## src/rtl/ldpc_3gpp_dec_ibuffer_wctrl.sv

```systemverilog
// Write-side sequencer for the double-bank LLR input buffer: data columns, extension parity rows,
// zero-fill of punctured columns / untransmitted rows, then bank close. Option: LDPC_3GPP_DEC_IBUF_WCTRL_LEN_CHECK_EN.
module ldpc_3gpp_dec_ibuffer_wctrl #(
  parameter int pIDX_GR       = 0,
  parameter int pCODE         = 4,
  parameter int pDO_PUNCT     = 0,
  parameter int pD_ADDR_W     = 8,
  parameter int pP_ADDR_W     = 8,
  parameter int pLLR_W        = 5,
  parameter int pROW_BY_CYCLE = 1,
  parameter int pLLR_BY_CYCLE = 8,
  parameter int pTAG_W        = 8,
  localparam int cCOL_BY_CYCLE = (pIDX_GR != 0) ? 14 : 26
) (
  input  logic                                  iclk,
  input  logic                                  ireset,
  input  logic                                  iclkena,
  input  logic                                  istart,
  input  logic [pD_ADDR_W-1:0]                  izwords_m1,
  input  logic [5:0]                            inrows,
  input  logic                                  ipunct,
  input  logic [pTAG_W-1:0]                     itag,
  input  logic                                  ival,
  input  logic                                  ieop,
  input  logic [pLLR_BY_CYCLE-1:0][pLLR_W-1:0]  iLLR,
  input  logic                                  ifulla,
  output logic                                  ordy,
  output logic                                  obusy,
  output logic [cCOL_BY_CYCLE-1:0]              owrite,
  output logic [1:0]                            oclear,
  output logic [pROW_BY_CYCLE-1:0]              opwrite,
  output logic [pROW_BY_CYCLE-1:0]              opclear,
  output logic [pP_ADDR_W-1:0]                  owaddr,
  output logic [pLLR_BY_CYCLE-1:0][pLLR_W-1:0]  oLLR,
  output logic                                  owfull,
  output logic [pTAG_W-1:0]                     owtag,
  output logic                                  oerr
);

  localparam int cDCOL   = cCOL_BY_CYCLE;
  localparam int cC0     = (pDO_PUNCT != 0) ? 2 : 0;
  localparam int cSLOT_W = (pROW_BY_CYCLE > 1) ? $clog2(pROW_BY_CYCLE) : 1;

  typedef enum logic [2:0] {
    ST_IDLE = 3'd0,
    ST_CLRP = 3'd1,
    ST_DATA = 3'd2,
    ST_PAR  = 3'd3,
    ST_CLRR = 3'd4,
    ST_FULL = 3'd5
  } state_t;

  state_t                               state_q, state_d;
  logic [4:0]                           col_q, col_d;
  logic [pD_ADDR_W-1:0]                 word_q, word_d;
  logic [5:0]                           row_q, row_d;
  logic [cSLOT_W-1:0]                   slot_q, slot_d;
  logic [pP_ADDR_W-1:0]                 base_q, base_d;
  logic [pD_ADDR_W-1:0]                 nwm1_q, nwm1_d;
  logic [5:0]                           nrows_q, nrows_d;
  logic [pTAG_W-1:0]                    tag_q, tag_d;

  logic                                 ordy_q, ordy_d;
  logic                                 obusy_q, obusy_d;
  logic [cCOL_BY_CYCLE-1:0]             owrite_q, owrite_d;
  logic [1:0]                           oclear_q, oclear_d;
  logic [pROW_BY_CYCLE-1:0]             opwrite_q, opwrite_d;
  logic [pROW_BY_CYCLE-1:0]             opclear_q, opclear_d;
  logic [pP_ADDR_W-1:0]                 owaddr_q, owaddr_d;
  logic [pLLR_BY_CYCLE-1:0][pLLR_W-1:0] oLLR_q, oLLR_d;
  logic                                 owfull_q, owfull_d;
  logic [pTAG_W-1:0]                    owtag_q, owtag_d;

  logic                                 hs_s;
  logic                                 last_word_s;
  logic                                 last_slot_s;
  logic                                 last_dcol_s;
  logic                                 row_step_s;
  logic [pP_ADDR_W-1:0]                 par_addr_s;
  logic [pROW_BY_CYCLE-1:0]             slot_oh_s;
  logic [5:0]                           nrows_clamp_s;

  assign hs_s        = ival & ordy_q;
  assign last_word_s = (word_q == nwm1_q);
  assign last_slot_s = (slot_q == cSLOT_W'(pROW_BY_CYCLE - 1));
  assign last_dcol_s = (col_q == 5'(cDCOL - 1));
  assign par_addr_s  = base_q + pP_ADDR_W'(word_q);
  assign slot_oh_s   = pROW_BY_CYCLE'(1'b1) << slot_q;

  // Clamp the transmitted row count into the storable range 4..pCODE.
  always_comb begin
    if (inrows < 6'd4) begin
      nrows_clamp_s = 6'd4;
    end else if (inrows > 6'(pCODE)) begin
      nrows_clamp_s = 6'(pCODE);
    end else begin
      nrows_clamp_s = inrows;
    end
  end

  // Next-state, counter and write-command logic.
  always_comb begin
    state_d    = state_q;
    col_d      = col_q;
    word_d     = word_q;
    row_d      = row_q;
    slot_d     = slot_q;
    base_d     = base_q;
    nwm1_d     = nwm1_q;
    nrows_d    = nrows_q;
    tag_d      = tag_q;
    owrite_d   = '0;
    oclear_d   = 2'b00;
    opwrite_d  = '0;
    opclear_d  = '0;
    owaddr_d   = '0;
    oLLR_d     = '0;
    owfull_d   = 1'b0;
    owtag_d    = '0;
    row_step_s = 1'b0;
    case (state_q)
      ST_IDLE: begin
        if (istart && !ifulla) begin
          nwm1_d  = izwords_m1;
          nrows_d = nrows_clamp_s;
          tag_d   = itag;
          word_d  = '0;
          row_d   = 6'd4;
          slot_d  = '0;
          base_d  = '0;
          if (ipunct && (pDO_PUNCT == 0)) begin
            col_d   = 5'd0;
            state_d = ST_CLRP;
          end else begin
            col_d   = 5'(cC0);
            state_d = ST_DATA;
          end
        end else begin
          state_d = ST_IDLE;
        end
      end
      ST_CLRP: begin
        owrite_d = cCOL_BY_CYCLE'(1'b1) << col_q;
        oclear_d = 2'b01 << col_q;
        owaddr_d = pP_ADDR_W'(word_q);
        if (last_word_s) begin
          word_d = '0;
          if (col_q == 5'd1) begin
            col_d   = 5'd2;
            state_d = ST_DATA;
          end else begin
            col_d = col_q + 5'd1;
          end
        end else begin
          word_d = word_q + pD_ADDR_W'(1'b1);
        end
      end
      ST_DATA: begin
        if (hs_s) begin
          owrite_d = cCOL_BY_CYCLE'(1'b1) << col_q;
          owaddr_d = pP_ADDR_W'(word_q);
          oLLR_d   = iLLR;
          if (last_word_s) begin
            word_d = '0;
            if (!last_dcol_s) begin
              col_d = col_q + 5'd1;
            end else if (nrows_q > 6'd4) begin
              state_d = ST_PAR;
            end else if (pCODE > 4) begin
              state_d = ST_CLRR;
            end else begin
              state_d = ST_FULL;
            end
          end else begin
            word_d = word_q + pD_ADDR_W'(1'b1);
          end
        end else begin
          state_d = ST_DATA;
        end
      end
      ST_PAR: begin
        if (hs_s) begin
          opwrite_d  = slot_oh_s;
          owaddr_d   = par_addr_s;
          oLLR_d     = iLLR;
          row_step_s = 1'b1;
          if (last_word_s && (row_q == nrows_q - 6'd1)) begin
            state_d = (row_q == 6'(pCODE - 1)) ? ST_FULL : ST_CLRR;
          end else begin
            state_d = ST_PAR;
          end
        end else begin
          state_d = ST_PAR;
        end
      end
      ST_CLRR: begin
        opwrite_d  = slot_oh_s;
        opclear_d  = slot_oh_s;
        owaddr_d   = par_addr_s;
        row_step_s = 1'b1;
        if (last_word_s && (row_q == 6'(pCODE - 1))) begin
          state_d = ST_FULL;
        end else begin
          state_d = ST_CLRR;
        end
      end
      ST_FULL: begin
        owfull_d = 1'b1;
        owtag_d  = tag_q;
        state_d  = ST_IDLE;
      end
      default: begin
        state_d = ST_IDLE;
      end
    endcase
    // Parity row walk: base advances by one row length each time the slot index wraps.
    if (row_step_s) begin
      if (last_word_s) begin
        word_d = '0;
        row_d  = row_q + 6'd1;
        if (last_slot_s) begin
          slot_d = '0;
          base_d = base_q + pP_ADDR_W'(nwm1_q) + pP_ADDR_W'(1'b1);
        end else begin
          slot_d = slot_q + cSLOT_W'(1'b1);
        end
      end else begin
        word_d = word_q + pD_ADDR_W'(1'b1);
      end
    end else begin
      row_d = row_d;
    end
  end

  assign ordy_d  = (state_d == ST_DATA) || (state_d == ST_PAR);
  assign obusy_d = (state_d != ST_IDLE);

`ifdef LDPC_3GPP_DEC_IBUF_WCTRL_LEN_CHECK_EN
  logic oerr_q, oerr_d;
  logic exp_last_s;

  // The last expected word is either the final data word (no extension rows) or the final parity word.
  always_comb begin
    if (state_q == ST_DATA) begin
      exp_last_s = last_dcol_s && last_word_s && (nrows_q == 6'd4);
    end else if (state_q == ST_PAR) begin
      exp_last_s = last_word_s && (row_q == nrows_q - 6'd1);
    end else begin
      exp_last_s = 1'b0;
    end
    oerr_d = hs_s & (ieop != exp_last_s);
  end

  // Error flag register, aligned with the write of the offending word.
  always_ff @(posedge iclk) begin
    if (ireset) begin
      oerr_q <= 1'b0;
    end else if (iclkena) begin
      oerr_q <= oerr_d;
    end
  end

  assign oerr = oerr_q;
`else
  logic unused_eop_s;
  assign unused_eop_s = ieop;
  assign oerr         = 1'b0;
`endif

  // State, counters and registered outputs.
  always_ff @(posedge iclk) begin
    if (ireset) begin
      state_q   <= ST_IDLE;
      col_q     <= '0;
      word_q    <= '0;
      row_q     <= '0;
      slot_q    <= '0;
      base_q    <= '0;
      nwm1_q    <= '0;
      nrows_q   <= '0;
      tag_q     <= '0;
      ordy_q    <= 1'b0;
      obusy_q   <= 1'b0;
      owrite_q  <= '0;
      oclear_q  <= 2'b00;
      opwrite_q <= '0;
      opclear_q <= '0;
      owaddr_q  <= '0;
      oLLR_q    <= '0;
      owfull_q  <= 1'b0;
      owtag_q   <= '0;
    end else if (iclkena) begin
      state_q   <= state_d;
      col_q     <= col_d;
      word_q    <= word_d;
      row_q     <= row_d;
      slot_q    <= slot_d;
      base_q    <= base_d;
      nwm1_q    <= nwm1_d;
      nrows_q   <= nrows_d;
      tag_q     <= tag_d;
      ordy_q    <= ordy_d;
      obusy_q   <= obusy_d;
      owrite_q  <= owrite_d;
      oclear_q  <= oclear_d;
      opwrite_q <= opwrite_d;
      opclear_q <= opclear_d;
      owaddr_q  <= owaddr_d;
      oLLR_q    <= oLLR_d;
      owfull_q  <= owfull_d;
      owtag_q   <= owtag_d;
    end
  end

  assign ordy    = ordy_q;
  assign obusy   = obusy_q;
  assign owrite  = owrite_q;
  assign oclear  = oclear_q;
  assign opwrite = opwrite_q;
  assign opclear = opclear_q;
  assign owaddr  = owaddr_q;
  assign oLLR    = oLLR_q;
  assign owfull  = owfull_q;
  assign owtag   = owtag_q;

endmodule

```

## config.mk

```make
export PLATFORM = sky130hd
export DESIGN_NAME = ldpc_3gpp_dec_ibuffer_wctrl
export DESIGN_NICKNAME = d
export VERILOG_FILES = /design/src/rtl/ldpc_3gpp_dec_ibuffer_wctrl.sv
export SDC_FILE = /design/constraint.sdc
export NUM_CORES = 1
export LEC_CHECK = 0
export ABC_AREA = 0
export CAP_MARGIN = 20
export CORE_MARGIN = 3
export CORE_UTILIZATION = 49
export CTS_CLUSTER_DIAMETER = 40
export DETAILED_ROUTE_END_ITERATION = 6
export GPL_TIMING_DRIVEN = 1
export HOLD_SLACK_MARGIN = 0.02
export PLACE_DENSITY = 0.76
export SYNTH_ARGS = -nofsm -noshare
export SYNTH_HDL_FRONTEND = slang
export SYNTH_SLANG_ARGS = --single-unit
```

## constraint.sdc

```tcl
create_clock -name iclk -period 2.6 [get_ports iclk]
set_clock_uncertainty 0.2 [all_clocks]
set_input_delay 0.52 -clock iclk [delete_from_list [all_inputs] [get_ports iclk]]
set_output_delay 0.52 -clock iclk [all_outputs]
set_load 0.01 [all_outputs]
```

==> impl_metrics.py, run 1 <==
metrics = {
    "cts": {
        "htree_levels": 4,
        "cts.clk_slew.worst_paths_ns": 0.06,
        "post_cts_buffers": 0,
        "cts_tree": "built",
        "clk_path_buf_depth": 2,
        "cts_buffers": 17,
        "insertion_delay_ns": 0.43,
        "cts_root_buffer": "clkbuf_16",
        "cts_sinks": 142,
    },
    "setup_path": {
        "rr_startpoint": "base_q[1]",
        "rr_worst_depth": 9,
        "critPathKind": "reg2reg",
        "r2r_end": "owaddr[7]",
        "worstPathArrival_ns": 2.60,
        "crit_family": "compound AO/OA/AOI/OAI gates",
        "crit_fanout": 4,
        "cp.buffers_inverters": 1,
        "slowest_stage": "dfxtp_1",
        "path_cells": "ha_1 > a21o_1 > a21oi_1 > o21ai_0 > o41ai_2 > buf_4 > and4_1 > a311oi_1 > a221oi_1",
        "cp-end-kind": "flop",
        "cp.required_ns": 2.73,
        "startpoint_type": "flop",
        "reg2reg_slack_ns": 0.13,
        "slowest_delay_ns": 0.42,
    },
    "detailed_routing": {
        "post_drt_wl_per_cell_um": 16.3,
        "final_antenna_net_count": 0,
        "avgViaCountPerCell": 5.66,
        "drt_iter0_drc": 463,
        "wirelength_um": 17600,
        "drc": 0,
        "vias": 6120,
        "firstDrtPassIters": 5,
    },
    "finish": {
        "area_growth_pct": 38.0,
        "final_cells": 1082,
        "layout-drive-gt1-share_pct": 10.5,
        "antenna_cells": 0,
        "final_util_pct": 69.7,
        "final_area_um2": 8830,
        "finalNetCount": 992,
    },
    "status": {
        "outcome": "completed",
    },
    "place": {
        "placed_cells": 1050,
        "place.gp.congestion": 0.911,
        "port-buffer-count": 151,
        "place_area_um2": 8240,
        "hpwl_um": 12900,
    },
    "global_routing": {
        "grt_overflow": 0,
        "grt_pass1_wl_um": 28000,
        "antenna_found_initial": 0,
        "busiest_layer": "met2",
        "grt_util_met2_pct": 40.4,
        "grt_max_degree": 58,
        "use_met3_pct": 5.71,
        "gr-usage-all-layers_pct": 23.8,
        "grtUsageMet1_pct": 29.6,
        "grt_pass1_vias": 5825,
    },
    "synthesis": {
        "synth-main-ff-cell": "dfxtp_1",
        "synthMostInstantiatedCell": "dfxtp_1",
        "synth_fa_ha_area_share_pct": 5.12,
        "synth_compound_area_share_pct": 20.2,
        "synthArstFlopShare_pct": 0,
        "yosys.area_share.xor_xnor_pct": 4.65,
        "syn_inst": 737,
        "ys_top_cells_by_area": "dfxtp_1 (44%), a22oi_1 (9.2%), nor2_1 (7.6%)",
        "synth_common_cells": "dfxtp_1 (142), nor2_1 (129), a22oi_1 (78), nand2_1 (62), a21oi_1 (49)",
        "yosys.area_share.simple_pct": 20.6,
        "synth_edf_count": 0,
        "synth_top_area_cell": "dfxtp_1",
        "synth_cell_types": 69,
        "ys_ff_latch": 142,
        "seq_area_frac_synth_pct": 44.4,
        "synth_top_family_by_area": "simple AND/OR/NAND/NOR gates",
        "synth_fp_nets": 832,
        "yosysWarnings": 0,
        "avgSynthCellArea_um2": 8.68,
        "synthesis.area_um2": 6400,
        "synth_top_area_share_pct": 44.4,
        "synth_mux_area_share_pct": 0.489,
    },
    "floorplanning": {
        "coreArea_um2": 12700,
        "placementRows": 41,
        "start_util_pct": 50.5,
        "dieArea_um2": 14500,
        "fp.dieH_um": 120,
        "ios": 160,
        "die_w_um": 120,
    },
    "timing": {
        "timing.final.crit_share_pct": 95.1,
        "whs_ns": 0.198,
        "tightest_slew_ns": 0.615,
        "hold_violations": 0,
        "clock.fmax_mhz": 404,
        "fin_crit_ns": 2.47,
        "final_max_slew_viol_count": 0,
        "setup_violations": 0,
        "max_slew_margin_pct": 58.8,
    },
    "worst_hold_path": {
        "min_path_cells": 2,
        "min_path_type": "in2reg",
        "min_to": "tag_q[6]",
        "hold_path.startpoint": "ireset",
    },
    "power_and_ir_drop": {
        "ir_drop_v": 0.000455,
        "leakage_nw": 3.33,
        "p_per_area_nw_per_um2": 558,
    },
    "run": {
        "max_cap_violations": 0,
    },
}
==> flip-flops by register name, summed over array words and instances (netlist names), 3 cells and up <==
| signal | cells |
|---|---|
| row_q | 6 |
| owaddr | 8 |
| state_q | 3 |
| nwm1_q | 8 |
| base_q | 8 |
| col_q | 5 |
| word_q | 8 |
| nrows_q | 6 |
| oLLR | 40 |
| owtag | 8 |
| owrite | 26 |
| tag_q | 8 |
==> worst register-to-register path: stages (launching register included) <==
cell,delay [ns]
dfxtp_1,0.42
ha_1,0.27
a21o_1,0.16
a21oi_1,0.19
o21ai_0,0.18
o41ai_2,0.31
buf_4,0.18
and4_1,0.18
a311oi_1,0.05
a221oi_1,0.24
==> power breakdown <==
part / internal (W) / switching [W]
combinational: 0.000187 / 0.000213
clock: 0.00136 / 0.000938
sequential: 0.00220 / 0.0000304
total: 0.00375 / 0.00118
==> cells by family (layout without fill, tap and decap cells) <==
| group | Yosys count | in the layout |
|---|---|---|
| compound gates | 185 | 185 |
| xor+xnor | 34 | 34 |
| fa+ha+maj | 25 | 25 |
| buf+inv | 68 | 241 |
| flops | 142 | 142 |
| mux | 3 | 3 |
| other cells | 1 | 1 |
| simple gates | 279 | 279 |
==> worst max path at each step <==
| stage | endpoint | from | cells after the start | slack (ns) |
|---|---|---|---|---|
| after CTS | owaddr[6] | word_q[0] | 9 | 0.08 |
| after floorplan | owaddr[7] | word_q[1] | 8 | 0.28 |
| final | owaddr[7] | base_q[1] | 9 | 0.13 |
| after global routing | owaddr[7] | base_q[1] | 9 | -0.009 |
| after global placement | word_q[6] | istart | 8 | -0.01 |
| after detailed placement | word_q[6] | istart | 8 | -0.04 |
==> area by class of cell <==
class | instances | area [um2]
Clock inverter | 13 | 114
Timing Repair Buffer | 194 | 1860
Sequential cell | 142 | 2840
Tap cell | 172 | 215
Multi-Input combinational cell | 527 | 3290
Fill cell | 1007 | 3840
Inverter | 15 | 56.3
Clock buffer | 19 | 453
==> per-stage QoR <==
| stage | total power, W | worst slack, ns | TNS (ns) |
|---|---|---|---|
| 3_3_place_gp | 0.00266 | -0.0102 | -0.0102 |
| 3_5_place_dp | 0.00267 | -0.0385 | -0.0684 |
| 2_1_floorplan | 0.00248 | 0.284 | 0 |
| 6_report | 0.00493 | 0.128 | 0 |
| 5_1_grt | 0.00509 | -0.00889 | -0.00889 |
| 4_1_cts | 0.00495 | 0.0777 | 0 |
==> metal layers <==
layer	part of all wire [%]	routed length (um)	vias to the layer above
li1	-	-	2941
met1	42	7440	2925
met2	50	8860	222
met3	5.5	975	32
met4	2.1	371	0
met5	0	0	-
==> cells in the final DEF, fill, tap and decap left out, drive strengths merged, types with 5 or more instances in the layout <==
cell,instances
or3,6
buf,44
clkbuf,19
a21o,5
a22oi,78
and3,7
xor2,18
dfxtp,142
a21oi,49
nor2,130
inv,17
o21ai,16
ha,23
xnor2,16
nor4,7
nand3,15
nand2,63
nor2b,6
clkinv,8
nand4,9
a32oi,9
nor3,13
clkdlybuf4s50,150
==> what timing repair did <==
item | CTS | global route
gates resized for setup | 0 | 3
hold buffers | 0 | 0
setup endpoints to repair | 0 | 3
(Power assumes the default switching activity.)
==> inputs of run 2 (changes only) <==
--- a/config.mk
+++ b/config.mk
@@ -8,12 +8,12 @@
 export ABC_AREA = 0
 export CAP_MARGIN = 20
 export CORE_MARGIN = 3
-export CORE_UTILIZATION = 49
+export CORE_UTILIZATION = 53
 export CTS_CLUSTER_DIAMETER = 40
 export DETAILED_ROUTE_END_ITERATION = 6
 export GPL_TIMING_DRIVEN = 1
 export HOLD_SLACK_MARGIN = 0.02
-export PLACE_DENSITY = 0.76
+export PLACE_DENSITY = 0.81
 export SYNTH_ARGS = -nofsm -noshare
 export SYNTH_HDL_FRONTEND = slang
 export SYNTH_SLANG_ARGS = --single-unit
==> constraint.sdc (replaced) <==
create_clock -name iclk -period 3.1 [get_ports iclk]
set_clock_uncertainty 0.2 [all_clocks]
set_input_delay 0.62 -clock iclk [delete_from_list [all_inputs] [get_ports iclk]]
set_output_delay 0.62 -clock iclk [all_outputs]
set_load 0.01 [all_outputs]
==> run 2 against run 1 <==
  * Via count down 3.2%
  * Hold slack improved by 0.056 ns
  * Flip-flop and latch count unchanged
  * Sequential share of layout area increased by 0.99 points
  * Register-to-register slack better by 0.16 ns
  * Combinational power is 22% lower
  * Worst setup slack improved by 0.16 ns
  * Clock power down 13%
  * Count of clock-buffer cells in the layout rose by 7
  * Cell count decreased by 5.5%
  * Critical endpoint unchanged
==> impl_metrics.py, run 2 (synthesis gave the netlist of run 1 again) <==
metrics = {
    "setup_path": {
        "startpoint_type": "flop",
        "crit_fanout": 7,
        "rr_worst_depth": 8,
        "cp.required_ns": 3.21,
        "worstPathArrival_ns": 2.93,
        "critPathKind": "reg2reg",
        "cp-end-kind": "flop",
    },
    "finish": {
        "final_util_pct": 73.7,
        "layout_common_cells": "clkdlybuf4s50_1 (150), dfxtp_1 (142), nor2_1 (129)",
        "largest_reg_flops": 40,
        "finalNetCount": 963,
        "fill_cells": 867,
        "area_growth_pct": 33.8,
        "final_area_um2": 8560,
        "layout-drive-gt1-share_pct": 6.70,
        "final_cells": 1023,
        "ff_latch_area_um2": 2840,
        "multi_input_area_um2": 3270,
        "layout_commonest_cell": "clkdlybuf4s50_1",
        "antenna_cells": 0,
    },
    "power_and_ir_drop": {
        "intPower_w": 0.00327,
        "p_clk_share_pct": 47.9,
        "ir_drop_v": 0.000362,
        "switchingPower_w": 0.000919,
        "p_seq_share_pct": 44.7,
        "swShare_pct": 21.9,
        "p_per_area_nw_per_um2": 489,
        "leakage_nw": 3.17,
        "totalPowerFinal_w": 0.00419,
        "power_frac_comb_pct": 7.4,
    },
    "cts": {
        "insertion_delay_ns": 0.41,
        "cts_buffers": 17,
        "cts_sinks": 142,
        "cts_hold_buffers": 0,
        "cts_tree": "built",
        "post_cts_buffers": 0,
        "ctsResizeCount": 0,
        "cts_root_buffer": "clkbuf_16",
        "cts.clk_slew.worst_paths_ns": 0.06,
        "clk_path_buf_depth": 2,
        "htree_levels": 4,
    },
    "floorplanning": {
        "start_util_pct": 55.1,
        "coreArea_um2": 11600,
        "placementRows": 39,
        "die_w_um": 116,
        "ios": 160,
        "fp.dieH_um": 116,
        "dieArea_um2": 13400,
    },
    "detailed_routing": {
        "post_drt_wl_per_cell_um": 16.7,
        "avgViaCountPerCell": 5.79,
        "vias": 5926,
        "wirelength_um": 17100,
        "final_antenna_net_count": 0,
        "drt_iter0_drc": 514,
        "firstDrtPassIters": 5,
        "drc": 0,
    },
    "timing": {
        "fin_crit_ns": 2.82,
        "grt_setup_unrepaired": "no",
        "clock.fmax_mhz": 355,
        "max_slew_margin_pct": 50.1,
        "timing.final.crit_share_pct": 90.9,
        "setup_violations": 0,
        "tightest_slew_ns": 0.747,
        "setup-tns-final_ns": 0,
        "hold_violations": 0,
        "final_max_slew_viol_count": 0,
    },
    "status": {
        "outcome": "completed",
    },
    "place": {
        "placed_cells": 992,
        "hpwl_um": 12300,
        "place.gp.congestion": 0.849,
        "place_area_um2": 7980,
        "port-buffer-count": 151,
    },
    "global_routing": {
        "gr-usage-all-layers_pct": 25.6,
        "grt_pass1_wl_um": 27600,
        "antenna_found_initial": 0,
        "grt_overflow": 0,
        "grt_max_degree": 59,
        "grt_pass1_vias": 5685,
    },
    "worst_hold_path": {
        "min_path_type": "reg2reg",
        "min_path_cells": 2,
    },
    "run": {
        "max_cap_violations": 0,
    },
}
run 2: cell types whose count changed in the layout (fill, tap and decap cells not counted), moves of 3 or more:
cell      before  now
buf_4         42   14
clkbuf_1       0    4
clkbuf_8       2    5
clkinv_2       5    2
run 2: layout make-up:
type	count	share of cell area, %
Clock inverter	5	0.920
Clock buffer	26	5.95
Timing Repair Buffer	165	19.0
Sequential cell	142	33.2
Tap cell	143	2.09
Inverter	15	0.657
Multi-Input combinational cell	527	38.2
run 2: metal layers:
| metal | track usage, % | vias up | wire length (um) |
|---|---|---|---|
| li1 | - | 2878 | - |
| met1 | 32.4 | 2794 | 7120 |
| met2 | 41.8 | 221 | 8610 |
| met3 | 6.21 | 33 | 982 |
| met4 | 10.8 | 0 | 406 |
| met5 | 0 | - | 0 |
run 2: worst max-delay path: stages, from the launching register on:
cell      delay, ns
dfxtp_1        0.50
ha_1           0.30
a21o_1         0.16
a21oi_1        0.21
o21ai_0        0.17
o41ai_1        0.56
and4_1         0.27
a311oi_1       0.05
a221oi_1       0.29
run 2: path summary, 6_finish.rpt:
path	start	to	slack (ns)
worst min register to register	tag_q[3]	tag_q[3]	0.25
worst min-delay path	tag_q[3]	tag_q[3]	0.25
worst max register to register	word_q[1]	owaddr[7]	0.28
worst max-delay path	word_q[1]	owaddr[7]	0.28
run 2: stage by stage:
stage	worst slack (ns)	hold slack, ns
2_1_floorplan	0.784	0.236
3_3_place_gp	0.332	0.241
3_5_place_dp	0.292	0.248
4_1_cts	0.287	0.255
5_1_grt	0.0816	0.288
6_report	0.283	0.253
run 2: power groups by stage:
stage | combinational (W) | clock [W] | sequential, W
after global placement | 0.000298 | 0 | 0.00191
after global routing | 0.000340 | 0.00212 | 0.00187
after detailed placement | 0.000306 | 0 | 0.00191
after CTS | 0.000308 | 0.00203 | 0.00187
after floorplan | 0.000181 | 0 | 0.00190
final | 0.000311 | 0.00201 | 0.00187
